<file path="src/rtl/bus_fabric.sv">
// Shared-bus fabric. It resolves the data bus with a lowest-index priority and an optional keeper.
// It also tracks the instruction-cycle phase against the CPU sync marker and records drive contention.
module bus_fabric #(
  parameter int NUM_DEV = 4,
  parameter int DATA_W  = 4,
  parameter int KEEP    = 0
) (
  input  logic                      clock,
  input  logic                      reset,
  input  logic                      sync,
  input  logic [NUM_DEV*DATA_W-1:0] dev_data_o,
  input  logic [NUM_DEV-1:0]        dev_data_en,
  input  logic                      clear_err,
  output logic [DATA_W-1:0]         data,
  output logic [2:0]                phase,
  output logic                      phase_valid,
  output logic                      contention,
  output logic                      err_contention,
  output logic                      err_sync,
  output logic [NUM_DEV-1:0]        conflict_mask,
  output logic [7:0]                conflict_count
);

  typedef enum logic {
    UNLOCKED = 1'b0,
    LOCKED   = 1'b1
  } lock_state_t;

  localparam logic [NUM_DEV-1:0] EN_ONE = NUM_DEV'(1);

  lock_state_t         lock_q, lock_d;
  logic [2:0]          phase_q, phase_d;
  logic                contention_q, contention_d;
  logic                err_contention_q, err_contention_d;
  logic                err_sync_q, err_sync_d;
  logic [NUM_DEV-1:0]  conflict_mask_q, conflict_mask_d;
  logic [7:0]          conflict_count_q, conflict_count_d;
  logic [DATA_W-1:0]   keeper_q, keeper_d;

  logic [DATA_W-1:0]   win_data;
  logic                any_en;
  logic                multi_en;
  logic                sync_err;

  // The scan runs from the top index downward, so the lowest enabled agent is written last and wins.
  always_comb begin
    win_data = '0;
    any_en   = 1'b0;
    for (int i = NUM_DEV - 1; i >= 0; i--) begin
      if (dev_data_en[i]) begin
        win_data = dev_data_o[i*DATA_W +: DATA_W];
        any_en   = 1'b1;
      end
    end
  end

  // Clearing the lowest set bit leaves something only when two or more enables are high.
  assign multi_en = |(dev_data_en & (dev_data_en - EN_ONE));

  assign data           = any_en ? win_data : ((KEEP != 0) ? keeper_q : '0);
  assign phase          = sync ? 3'd7 : phase_q;
  assign phase_valid    = (lock_q == LOCKED);
  assign contention     = contention_q;
  assign err_contention = err_contention_q;
  assign err_sync       = err_sync_q;
  assign conflict_mask  = conflict_mask_q;
  assign conflict_count = conflict_count_q;

  always_comb begin
    lock_d   = lock_q;
    phase_d  = phase_q;
    sync_err = 1'b0;
    case (lock_q)
      UNLOCKED: begin
        phase_d = 3'd7;
        if (sync) begin
          lock_d  = LOCKED;
          phase_d = 3'd0;
        end
      end
      LOCKED: begin
        if (sync) begin
          phase_d  = 3'd0;
          sync_err = (phase_q != 3'd7);
        end else begin
          phase_d  = phase_q + 3'd1;
          sync_err = (phase_q == 3'd7);
        end
      end
      default: begin
        lock_d  = UNLOCKED;
        phase_d = 3'd7;
      end
    endcase
  end

  // A new error event in the same clock as clear_err takes precedence over the clear.
  always_comb begin
    contention_d     = multi_en;
    keeper_d         = any_en ? win_data : keeper_q;
    err_sync_d       = err_sync_q;
    err_contention_d = err_contention_q;
    conflict_mask_d  = conflict_mask_q;
    conflict_count_d = conflict_count_q;
    if (clear_err) begin
      err_sync_d       = 1'b0;
      err_contention_d = 1'b0;
      conflict_mask_d  = '0;
      conflict_count_d = 8'd0;
    end
    if (sync_err) begin
      err_sync_d = 1'b1;
    end
    if (multi_en) begin
      err_contention_d = 1'b1;
      conflict_mask_d  = dev_data_en;
      if (clear_err) begin
        conflict_count_d = 8'd1;
      end else if (conflict_count_q != 8'hFF) begin
        conflict_count_d = conflict_count_q + 8'd1;
      end
    end
  end

  always_ff @(posedge clock) begin
    if (reset) begin
      lock_q           <= UNLOCKED;
      phase_q          <= 3'd7;
      contention_q     <= 1'b0;
      err_contention_q <= 1'b0;
      err_sync_q       <= 1'b0;
      conflict_mask_q  <= '0;
      conflict_count_q <= 8'd0;
      keeper_q         <= '0;
    end else begin
      lock_q           <= lock_d;
      phase_q          <= phase_d;
      contention_q     <= contention_d;
      err_contention_q <= err_contention_d;
      err_sync_q       <= err_sync_d;
      conflict_mask_q  <= conflict_mask_d;
      conflict_count_q <= conflict_count_d;
      keeper_q         <= keeper_d;
    end
  end

endmodule

</file>
<file path="config.mk">
export PLATFORM = sky130hd
export DESIGN_NAME = bus_fabric
export DESIGN_NICKNAME = d
export VERILOG_FILES = /design/src/rtl/bus_fabric.sv
export SDC_FILE = /design/constraint.sdc
export NUM_CORES = 1
export LEC_CHECK = 0
export BUFFER_PORTS_ARGS = -buffer_cell sky130_fd_sc_hd__buf_4
export CORE_ASPECT_RATIO = 1.75
export CORE_MARGIN = 1.5
export CORE_UTILIZATION = 39
export DETAILED_ROUTE_END_ITERATION = 6
export GPL_TIMING_DRIVEN = 0
export PLACE_DENSITY = 0.74
export SYNTH_ARGS = -nofsm -noshare
export SYNTH_HDL_FRONTEND = slang
export SYNTH_SLANG_ARGS = --single-unit
export TNS_END_PERCENT = 1
</file>
<file path="constraint.sdc">
create_clock -name clock -period 3.25 [get_ports clock]
set_input_delay 0.325 -clock clock [delete_from_list [all_inputs] [get_ports clock]]
set_output_delay 0.325 -clock clock [all_outputs]
set_load 0.05 [all_outputs]
</file>
Yosys cells after proc, flatten, opt, wreduce, memory -nomap -nowiden
Index checks and enable logic that the tools add are counted.
{ "classes": {"n_reduce_logical": 3, "bitwise": 2, "addsub": 3, "mux": 26, "n_eq_ne": 3} }
{ "ops": {"columns": ["operator", "n"], "rows": [
  ["$mux 8", 4],
  ["$mux 4", 7],
  ["$mux 1", 11],
  ["$mux 3", 3],
  ["$add 8x1->8 const B", 1],
  ["$ne 8x8->1 const B", 1],
  ["$pmux 3 s2", 1],
  ["$and 4x4->4", 1],
  ["$reduce_bool 2->1", 2],
  ["$reduce_or 4->1", 1],
  ["$sub 4x1->4 const B", 1],
  ["$add 3x1->3 const B", 1],
  ["$eq 3x3->1 const B", 1],
  ["$ne 3x3->1 const B", 1],
  ["$not 1->1", 1]
]} }
{ "word_totals": {"regBits": 19, "word_cells": 44, "output_inout_bits": 23} }

Logic depth before layout (Yosys ltp)
Gate-level depths: netlist of run 1.
{ "logic_depth": {"depth_word": 5, "mapped_depth": 6, "depth_no_buf": 5} }

Worst setup path after synthesis of run 1
OpenSTA, ideal clock, no wires.
{ "synth_timing": {"path_type": "input port to output port", "start": "in dev_data_en[2]", "end": "out data[2]", "stages": 4, "t_arrival_ns": 1.924, "path_slack_ns": 1.001, "path_buffers": 1, "cell_sequence": "buf_6 > nor2_1 > a221oi_1 > o31ai_1"} }
{ "synth_via": {"elab_chain_cells": 4, "elab_cells_between_ends": 7} }
{ "synth_rtl": {"columns": ["item", "line", "text"], "rows": [
  ["start, declared", "12", "input logic [NUM_DEV-1:0] dev_data_en,"],
  ["$mux 4 / $mux 1 (equally long branches) (3 in a row)", "50", "if (dev_data_en[i]) begin"],
  ["$mux 4 *", "60", "assign data = any_en ? win_data : ((KEEP != 0) ? keeper_q : '0);"],
  ["end, declared", "14", "output logic [DATA_W-1:0] data,"]
]} }
Mark *: on every way between the ends. The rest lies on a longest branch, timed or not.

Worst setup path in the final report of run 1
{ "layout_timing": {"start": "in dev_data_en[3]", "end": "out data[2]"} }
{ "layout_via": {"elab_chain_cells": 5, "elab_cells_between_ends": 9} }
{ "layout_rtl": {"columns": ["item", "line"], "rows": [
  ["$mux 4 / $mux 1 (equally long branches) (4 in a row)", "50"],
  ["$mux 4 *", "60"]
]} }
Marks and branches as above.

==> results of run 1 <==
## final cells by class
class / count / area (um2) / share of cell area [%]
multi-input combinational: 92 / 588 / 41.0
sequential: 19 / 380 / 26.5
timing repair buffer: 44 / 330 / 23.0
clock buffer: 3 / 41.3 / 2.88
buffer: 6 / 37.5 / 2.62
tap: 26 / 32.5 / 2.27
inverter: 5 / 18.8 / 1.31
clock inverter: 1 / 5.00 / 0.349
## state kept, by name (all words and copies together), names as in the netlist
name            count
err_contention      1
err_sync            1
conflict_count      8
contention          1
phase_q             3
conflict_mask       4
phase_valid         1
## layer usage
metal | track usage, % | vias up
li1 | - | 541
met1 | 19.5 | 495
met2 | 35.4 | 43
met3 | 3.83 | 6
met4 | 7.17 | 0
met5 | 0 | -
## worst register-to-register path, cell delays in order, from the launching register on
cell,delay [ns]
dfxtp_1,0.35
ha_1,0.26
and3_1,0.22
nand2_1,0.16
a31oi_1,0.12
a41o_1,0.21
## report_power, final
group          total [mW]  internal (mW)  switching, mW
Combinational       0.163         0.0615          0.102
Clock               0.165         0.0851         0.0795
Sequential          0.252          0.245        0.00745
Total               0.580          0.391          0.189
## worst max-delay path by stage
stage | from | endpoint | slack (ns) | cells past startpoint
finish | dev_data_en[3] | data[2] | 1.60 | 6
detailed placement | dev_data_en[3] | data[2] | 1.60 | 6
CTS | dev_data_en[3] | data[2] | 1.59 | 6
floorplan | dev_data_en[2] | data[2] | 1.00 | 4
global placement | dev_data_en[3] | data[2] | 1.64 | 6
global route | dev_data_en[3] | data[2] | 1.51 | 6
## placed cells by master (no fill, tap or decap), types with 4 or more instances in the layout
master / instances
nor2b_1: 7
nor2_1: 10
dfxtp_1: 19
a31oi_1: 4
a21oi_1: 18
inv_1: 5
buf_4: 46
nand2_1: 8
## cell families after synthesis
group / Yosys count
adder cells (fa/ha/maj): 3
AND/OR/NAND/NOR: 45
XOR/XNOR: 1
AO/OA/AOI/OAI: 43
buffers and inverters: 11
flip-flops: 19
==> reports/qor.log, run 1 <==
INFO  floorplan      rows=24
INFO  routing        routedLengthMet1=955um
INFO  global_route   grt_overflow=0
INFO  cts            clk_path_buf_depth=2
INFO  synthesis      synth.most_common_cell=dfxtp_1
INFO  worst_setup_path worst_setup_path_start_kind=input port
INFO  routing        routed_wire_length_per_instance=13.1um
INFO  pwr            worst_ir_drop_vdd=0.000328V
INFO  worst_setup_path timing.critical_path.buf_inv=3
INFO  sta            finalClockSkew=0.00346ns
INFO  routing        detail-route-antenna-nets=0
INFO  synthesis      synthAdderAreaFrac=3.66%
INFO  worst_setup_path critPathSlowestCell=buf_4
INFO  global_route   global_route_usage_over_all_layers=18.7%
INFO  sta            setup_viol=0
INFO  cts            ctsHoldBuffers=0
INFO  sta            whs=0.308ns
INFO  synthesis      synth-edff-count=0
INFO  worst_setup_path path_cells=buf_4 -> inv_1 -> nor2_1 -> a221oi_1 -> o31ai_1 -> buf_4
INFO  cts            htree_levels=1
INFO  worst_hold_path worstHoldEndpoint=phase_q[1]
INFO  synthesis      synth.yosys.seq_area_share=37.1%
INFO  floorplan      floorplan.core_area=2490um2
INFO  synthesis      synth-seq-cells=19
INFO  worst_setup_path worstRegToRegCells=5
INFO  run_status     status=complete, no violations
INFO  place          number_of_port_buffers=44
INFO  pwr            static-leakage-power=0.659nW
INFO  sta            period_share=50.6%
INFO  cts            tritoncts=yes
INFO  worst_setup_path worst-setup-path-type=in -> out
INFO  routing        post-route-drc-count=0
INFO  synthesis      syn_avg_cell_area=8.40um2
INFO  synthesis      netlist.area_leader.share=37.1%
INFO  place          finalWeightedCongestion=0.824
INFO  routing        violation_count_after_the_first_detailed_route_iteration=11
INFO  pwr            pwr_density_cell=404nW/um2
INFO  worst_setup_path timing.rr.end=conflict_count[5]
INFO  global_route   grt_pass1_vias=1042
INFO  floorplan      die_width=41.8um
INFO  synthesis      synth-compound-area-share=28.9%
INFO  routing        detail_route.vias_per_cell=5.54
INFO  final_layout   final_cell_area_excluding_filler_cells=1430um2
INFO  routing        detailedRoute.firstPassIterationCount=4
INFO  cts            clkSlewWorstSetupHoldPaths=0.07ns
INFO  sta            final-max-slew-violation-count=0
INFO  synthesis      most_common_library_cells_after_synthesis=19 x dfxtp_1, 18 x a21oi_1, 10 x nor2_1, 8 x nand2_1, 7 x nor2b_1
INFO  worst_setup_path worst_path_dominant_cell_family=buffers and inverters
INFO  sta            worst_slew_margin_rel=65.1%
INFO  synthesis      synth_top_cells_by_area=dfxtp_1 37%, a21oi_1 8.8%, nor2b_1 4.3%, ha_1 3.7%, nor2_1 3.7%
INFO  sta            pin_slew_with_the_least_headroom_to_its_limit=0.521ns
INFO  cts            cts_resized=0
INFO  routing        wl=2570um
INFO  floorplan      initial_utilization=41.1%
INFO  final_layout   fillCellCount=232
INFO  cts            postCtsSetupBuffers=0
INFO  final_layout   drive_gt1_share=35.3%
INFO  worst_setup_path crit-reg2reg-launch=conflict_count[0]
INFO  routing        top_signal_layer_used=met4
INFO  synthesis      postSynth.topFlopCell=dfxtp_1
INFO  synthesis      synth_top_family_by_area=compound AO/OA/AOI/OAI gates
INFO  final_layout   antenna-diode-count=0
INFO  pwr            total_power=580uW
INFO  cts            cts.sinks=19
INFO  worst_setup_path r2r_slack=1.82ns
INFO  worst_hold_path timing.hold.worst.class=in -> reg
INFO  worst_setup_path timing.critical_path.to_type=primary output
INFO  worst_setup_path worst_path_largest_cell_delay=0.24ns
INFO  cts            cts.root.buffer_cell=clkbuf_8
INFO  floorplan      top_level_ports=47
INFO  place          placed_area=1390um2
INFO  place          placedCellCount=192
INFO  cts            tritoncts.num_buffers=3
INFO  routing        detailroute.wirelength.met3=142um
INFO  worst_hold_path hold_path_depth=2
INFO  final_layout   synthToLayoutAreaGrowth=39.9%
INFO  sta            rsz0062_at_grt=false
INFO  sta            min_setup_slack_post_route=1.60ns
INFO  synthesis      synthDominantAreaCellType=dfxtp_1
INFO  synthesis      synth_nets=149
INFO  sta            fin_setup_tns=0ns
INFO  global_route   largest_net_degree_at_the_start_of_global_routing=12
INFO  synthesis      synth-simple-area-share=23.9%
INFO  floorplan      floorplan.die_area=2960um2
INFO  synthesis      synth.yosys.warnings=0
INFO  routing        dr_wl_met2=1430um
INFO  synthesis      fraction_of_registers_with_async_set_reset=0%
INFO  place          dp.final_hpwl=2010um
INFO  worst_setup_path crit_path_max_fanout=4
INFO  cts            clkLatencyLatePin=0.25ns
INFO  sta            max_freq=0.608GHz
INFO  final_layout   final_util=57.5%
INFO  worst_setup_path worst_ep_arrival_time=1.32ns
INFO  sta            min_period=1.65ns
INFO  final_layout   stdcell_count=196
INFO  synthesis      synthCells=122
INFO  synthesis      synth_area=1020um2
INFO  worst_setup_path cp_common_cell=buf_4
INFO  routing        detailed_route_via_count=1085
INFO  global_route   first_pass_grt_wire_length=4420um
INFO  place          dp_slack=1.60ns
INFO  synthesis      synth_xor_area_share=0.855%
INFO  final_layout   nets=198
INFO  worst_setup_path worst_endpoint_required_time=2.92ns
INFO  worst_hold_path holdCritStartpoint=sync
INFO  synthesis      synth.distinct_cells=36
INFO  floorplan      die_height=70.8um
INFO  sta            final_hold_violation_count=0
INFO  flow_run       max-cap-violations=0
INFO  global_route   number_of_antenna_violations_at_the_first_check_in_global_routing=0
INFO  synthesis      yosys-mux-area-fraction=0%
Power figures use the tool's default switching activity.
==> run 2: changes to the inputs <==
==> constraint.sdc (replaced) <==
create_clock -name clock -period 1.7 [get_ports clock]
set_input_delay 0.17 -clock clock [delete_from_list [all_inputs] [get_ports clock]]
set_output_delay 0.17 -clock clock [all_outputs]
set_load 0.05 [all_outputs]
==> reports/qor.log, run 2 (same netlist as run 1, synthesis figures left out) <==
INFO  final_layout   final_cell_area_excluding_filler_cells=1440um2 [+0.52%]
INFO  floorplan      floorplan.die_area=2960um2 [unchanged]
INFO  cts            cts.sinks=19 [unchanged]
INFO  worst_hold_path timing.hold.worst.class=in -> reg
INFO  worst_setup_path timing.rr.end=conflict_count[5]
INFO  worst_setup_path worst_ep_arrival_time=1.64ns [+0.32 ns]
INFO  final_layout   final_cell_mix=46 x buf_4, 19 x dfxtp_1, 18 x a21oi_1, 10 x nor2_1, 8 x nand2_1
INFO  sta            rsz0062_at_grt=false
INFO  worst_setup_path timing.critical_path.to_type=flip-flop
INFO  routing        routed_wire_length_per_instance=13.2um [+0.89%]
INFO  floorplan      top_level_ports=47 [unchanged]
INFO  pwr            p_comb_share=27.8% [-0.3 points]
INFO  cts            clkSlewWorstSetupHoldPaths=0.08ns [about the same]
INFO  pwr            static-leakage-power=0.656nW [-0.37%]
INFO  sta            pin_slew_with_the_least_headroom_to_its_limit=0.570ns [+0.0485 ns]
INFO  cts            cts_resized=0 [unchanged]
INFO  cts            clk_path_buf_depth=2 [unchanged]
INFO  pwr            worst_ir_drop_vdd=0.000477V [+46%]
INFO  place          dp_slack=0.303ns [-1.30 ns]
INFO  sta            min_period=1.47ns
INFO  final_layout   largest_register_ffs=8 [unchanged]
INFO  floorplan      floorplan.core_area=2490um2 [unchanged]
INFO  sta            final-max-slew-violation-count=0 [unchanged]
INFO  cts            ctsHoldBuffers=0 [unchanged]
INFO  cts            postCtsSetupBuffers=0 [unchanged]
INFO  final_layout   drive_gt1_share=35.9% [+0.59 points]
INFO  worst_setup_path worst_setup_path_start_kind=flip-flop
INFO  global_route   first_pass_grt_wire_length=4250um [-3.9%]
INFO  worst_setup_path worst_endpoint_required_time=1.86ns [-1.06 ns]
INFO  final_layout   stdcell_count=196 [unchanged]
INFO  cts            clkLatencyLatePin=0.26ns [about the same]
INFO  floorplan      rows=24 [unchanged]
INFO  worst_setup_path worstRegToRegCells=5 [unchanged]
INFO  sta            fin_setup_tns=0ns [unchanged]
INFO  pwr            pwr_density_cell=786nW/um2 [+94%]
INFO  sta            min_setup_slack_post_route=0.226ns [-1.38 ns]
INFO  place          placed_area=1390um2 [+0.36%]
INFO  global_route   largest_net_degree_at_the_start_of_global_routing=13 [+1]
INFO  pwr            total_power=1.13mW [+95%]
INFO  pwr            power.share.sequential=42.6% [-0.9 points]
INFO  sta            period_share=86.7%
INFO  pwr            intPower=752uW [+92%]
INFO  worst_setup_path crit-reg2reg-launch=conflict_count[0]
INFO  global_route   number_of_antenna_violations_at_the_first_check_in_global_routing=0 [unchanged]
INFO  sta            whs=0.140ns [-0.168 ns]
INFO  sta            setup_viol=0 [unchanged]
INFO  worst_setup_path worst-setup-path-type=reg -> reg
INFO  sta            max_freq=0.679GHz
INFO  pwr            clock_power_share=29.6% [+1.2 points]
INFO  worst_setup_path startpoint=conflict_count[0]
INFO  routing        wl=2600um [+0.89%]
INFO  final_layout   layout.cells.most_common=buf_4
INFO  routing        detailed_route_via_count=1093 [+0.74%]
INFO  place          placedCellCount=192 [unchanged]
INFO  worst_setup_path timing.critical_path.buf_inv=0 [-3]
INFO  place          number_of_port_buffers=44 [unchanged]
INFO  floorplan      initial_utilization=41.1% [unchanged]
INFO  worst_hold_path worstHoldEndpoint=phase_q[2]
INFO  cts            cts.root.buffer_cell=clkbuf_8
INFO  final_layout   final_util=57.8% [+0.30 points]
INFO  routing        post-route-drc-count=0 [unchanged]
INFO  global_route   grt_pass1_vias=1005 [-3.6%]
INFO  global_route   global_route_usage_over_all_layers=18.0% [-0.77 points]
INFO  sta            finalClockSkew=0.00115ns [-0.00231 ns]
INFO  routing        detail_route.vias_per_cell=5.58 [+0.74%]
INFO  worst_setup_path crit_path_max_fanout=5 [+1]
INFO  worst_setup_path path_cells=ha_1 -> and3_1 -> nand2_1 -> a31oi_1 -> a41o_1
INFO  worst_hold_path hold_path_depth=2 [unchanged]
INFO  routing        detail-route-antenna-nets=0 [unchanged]
INFO  flow_run       max-cap-violations=0 [unchanged]
INFO  cts            tritoncts=yes
INFO  floorplan      die_width=41.8um [unchanged]
INFO  cts            tritoncts.num_buffers=3 [unchanged]
INFO  routing        detailedRoute.firstPassIterationCount=4 [unchanged]
INFO  worst_setup_path critPathSlowestCell=dfxtp_1
INFO  final_layout   synthToLayoutAreaGrowth=40.7%
INFO  routing        violation_count_after_the_first_detailed_route_iteration=13 [+2]
INFO  worst_setup_path r2r_slack=0.23ns [-1.59 ns]
INFO  place          finalWeightedCongestion=0.808 [-1.8%]
INFO  sta            final_hold_violation_count=0 [unchanged]
INFO  cts            htree_levels=1 [unchanged]
INFO  final_layout   antenna-diode-count=0 [unchanged]
INFO  floorplan      die_height=70.8um [unchanged]
INFO  run_status     status=complete, no violations
INFO  place          dp.final_hpwl=2020um [+0.59%]
INFO  worst_setup_path worst_path_dominant_cell_family=simple AND/OR/NAND/NOR gates
INFO  final_layout   nets=198 [unchanged]
INFO  worst_hold_path holdCritStartpoint=sync
INFO  pwr            switching_share=33.6% [+1.1 points]
INFO  sta            worst_slew_margin_rel=61.9% [-3.2 points]
INFO  pwr            switching_power=380uW [+100%]
INFO  worst_setup_path worst_path_largest_cell_delay=0.37ns [+0.13 ns]
INFO  global_route   grt_overflow=0 [unchanged]
## run 2: changes by cell type in the layout (fill, tap and decap cells not counted), sizes merged
cell	delta
clkinv	-1
clkinvlp	+1
## run 2: power by group through the flow
| stage | Sequential [mW] | Combinational [mW] | Clock (mW) |
|---|---|---|---|
| detailed placement | 0.492 | 0.316 | 0 |
| finish | 0.482 | 0.314 | 0.336 |
| CTS | 0.482 | 0.317 | 0.338 |
| global placement | 0.491 | 0.309 | 0 |
| global route | 0.485 | 0.340 | 0.353 |
| floorplan | 0.549 | 0.145 | 0 |
## run 2: worst register-to-register path, stage by stage (launching register included)
cell and delay, ns:
dfxtp_1 0.37, ha_1 0.28, and3_1 0.23, nand2_1 0.16, a31oi_1 0.11, a41o_1 0.22
## run 2: worst max-delay path by stage
stage	end	cells after the start
CTS	conflict_count[5]	5
global placement	conflict_count[5]	5
finish	conflict_count[5]	5
global route	conflict_count[5]	5
floorplan	conflict_count[5]	4
detailed placement	conflict_count[4]	5
## run 2: final cells by class
type | count | area [um2]
fill | 231 | 1050
multi-input combinational | 92 | 593
sequential | 19 | 380
timing repair buffer | 44 | 330
clock buffer | 3 | 41.3
buffer | 6 | 37.5
tap | 26 | 32.5
inverter | 5 | 18.8
clock inverter | 1 | 7.51
## run 2: layer usage
layer	GRT usage [%]	routed length (um)	vias to the layer above
met2	33.9	1350	40
met5	0	0	-
met1	19.2	1050	510
met3	3.32	153	4
met4	6.45	38	0
li1	-	-	539
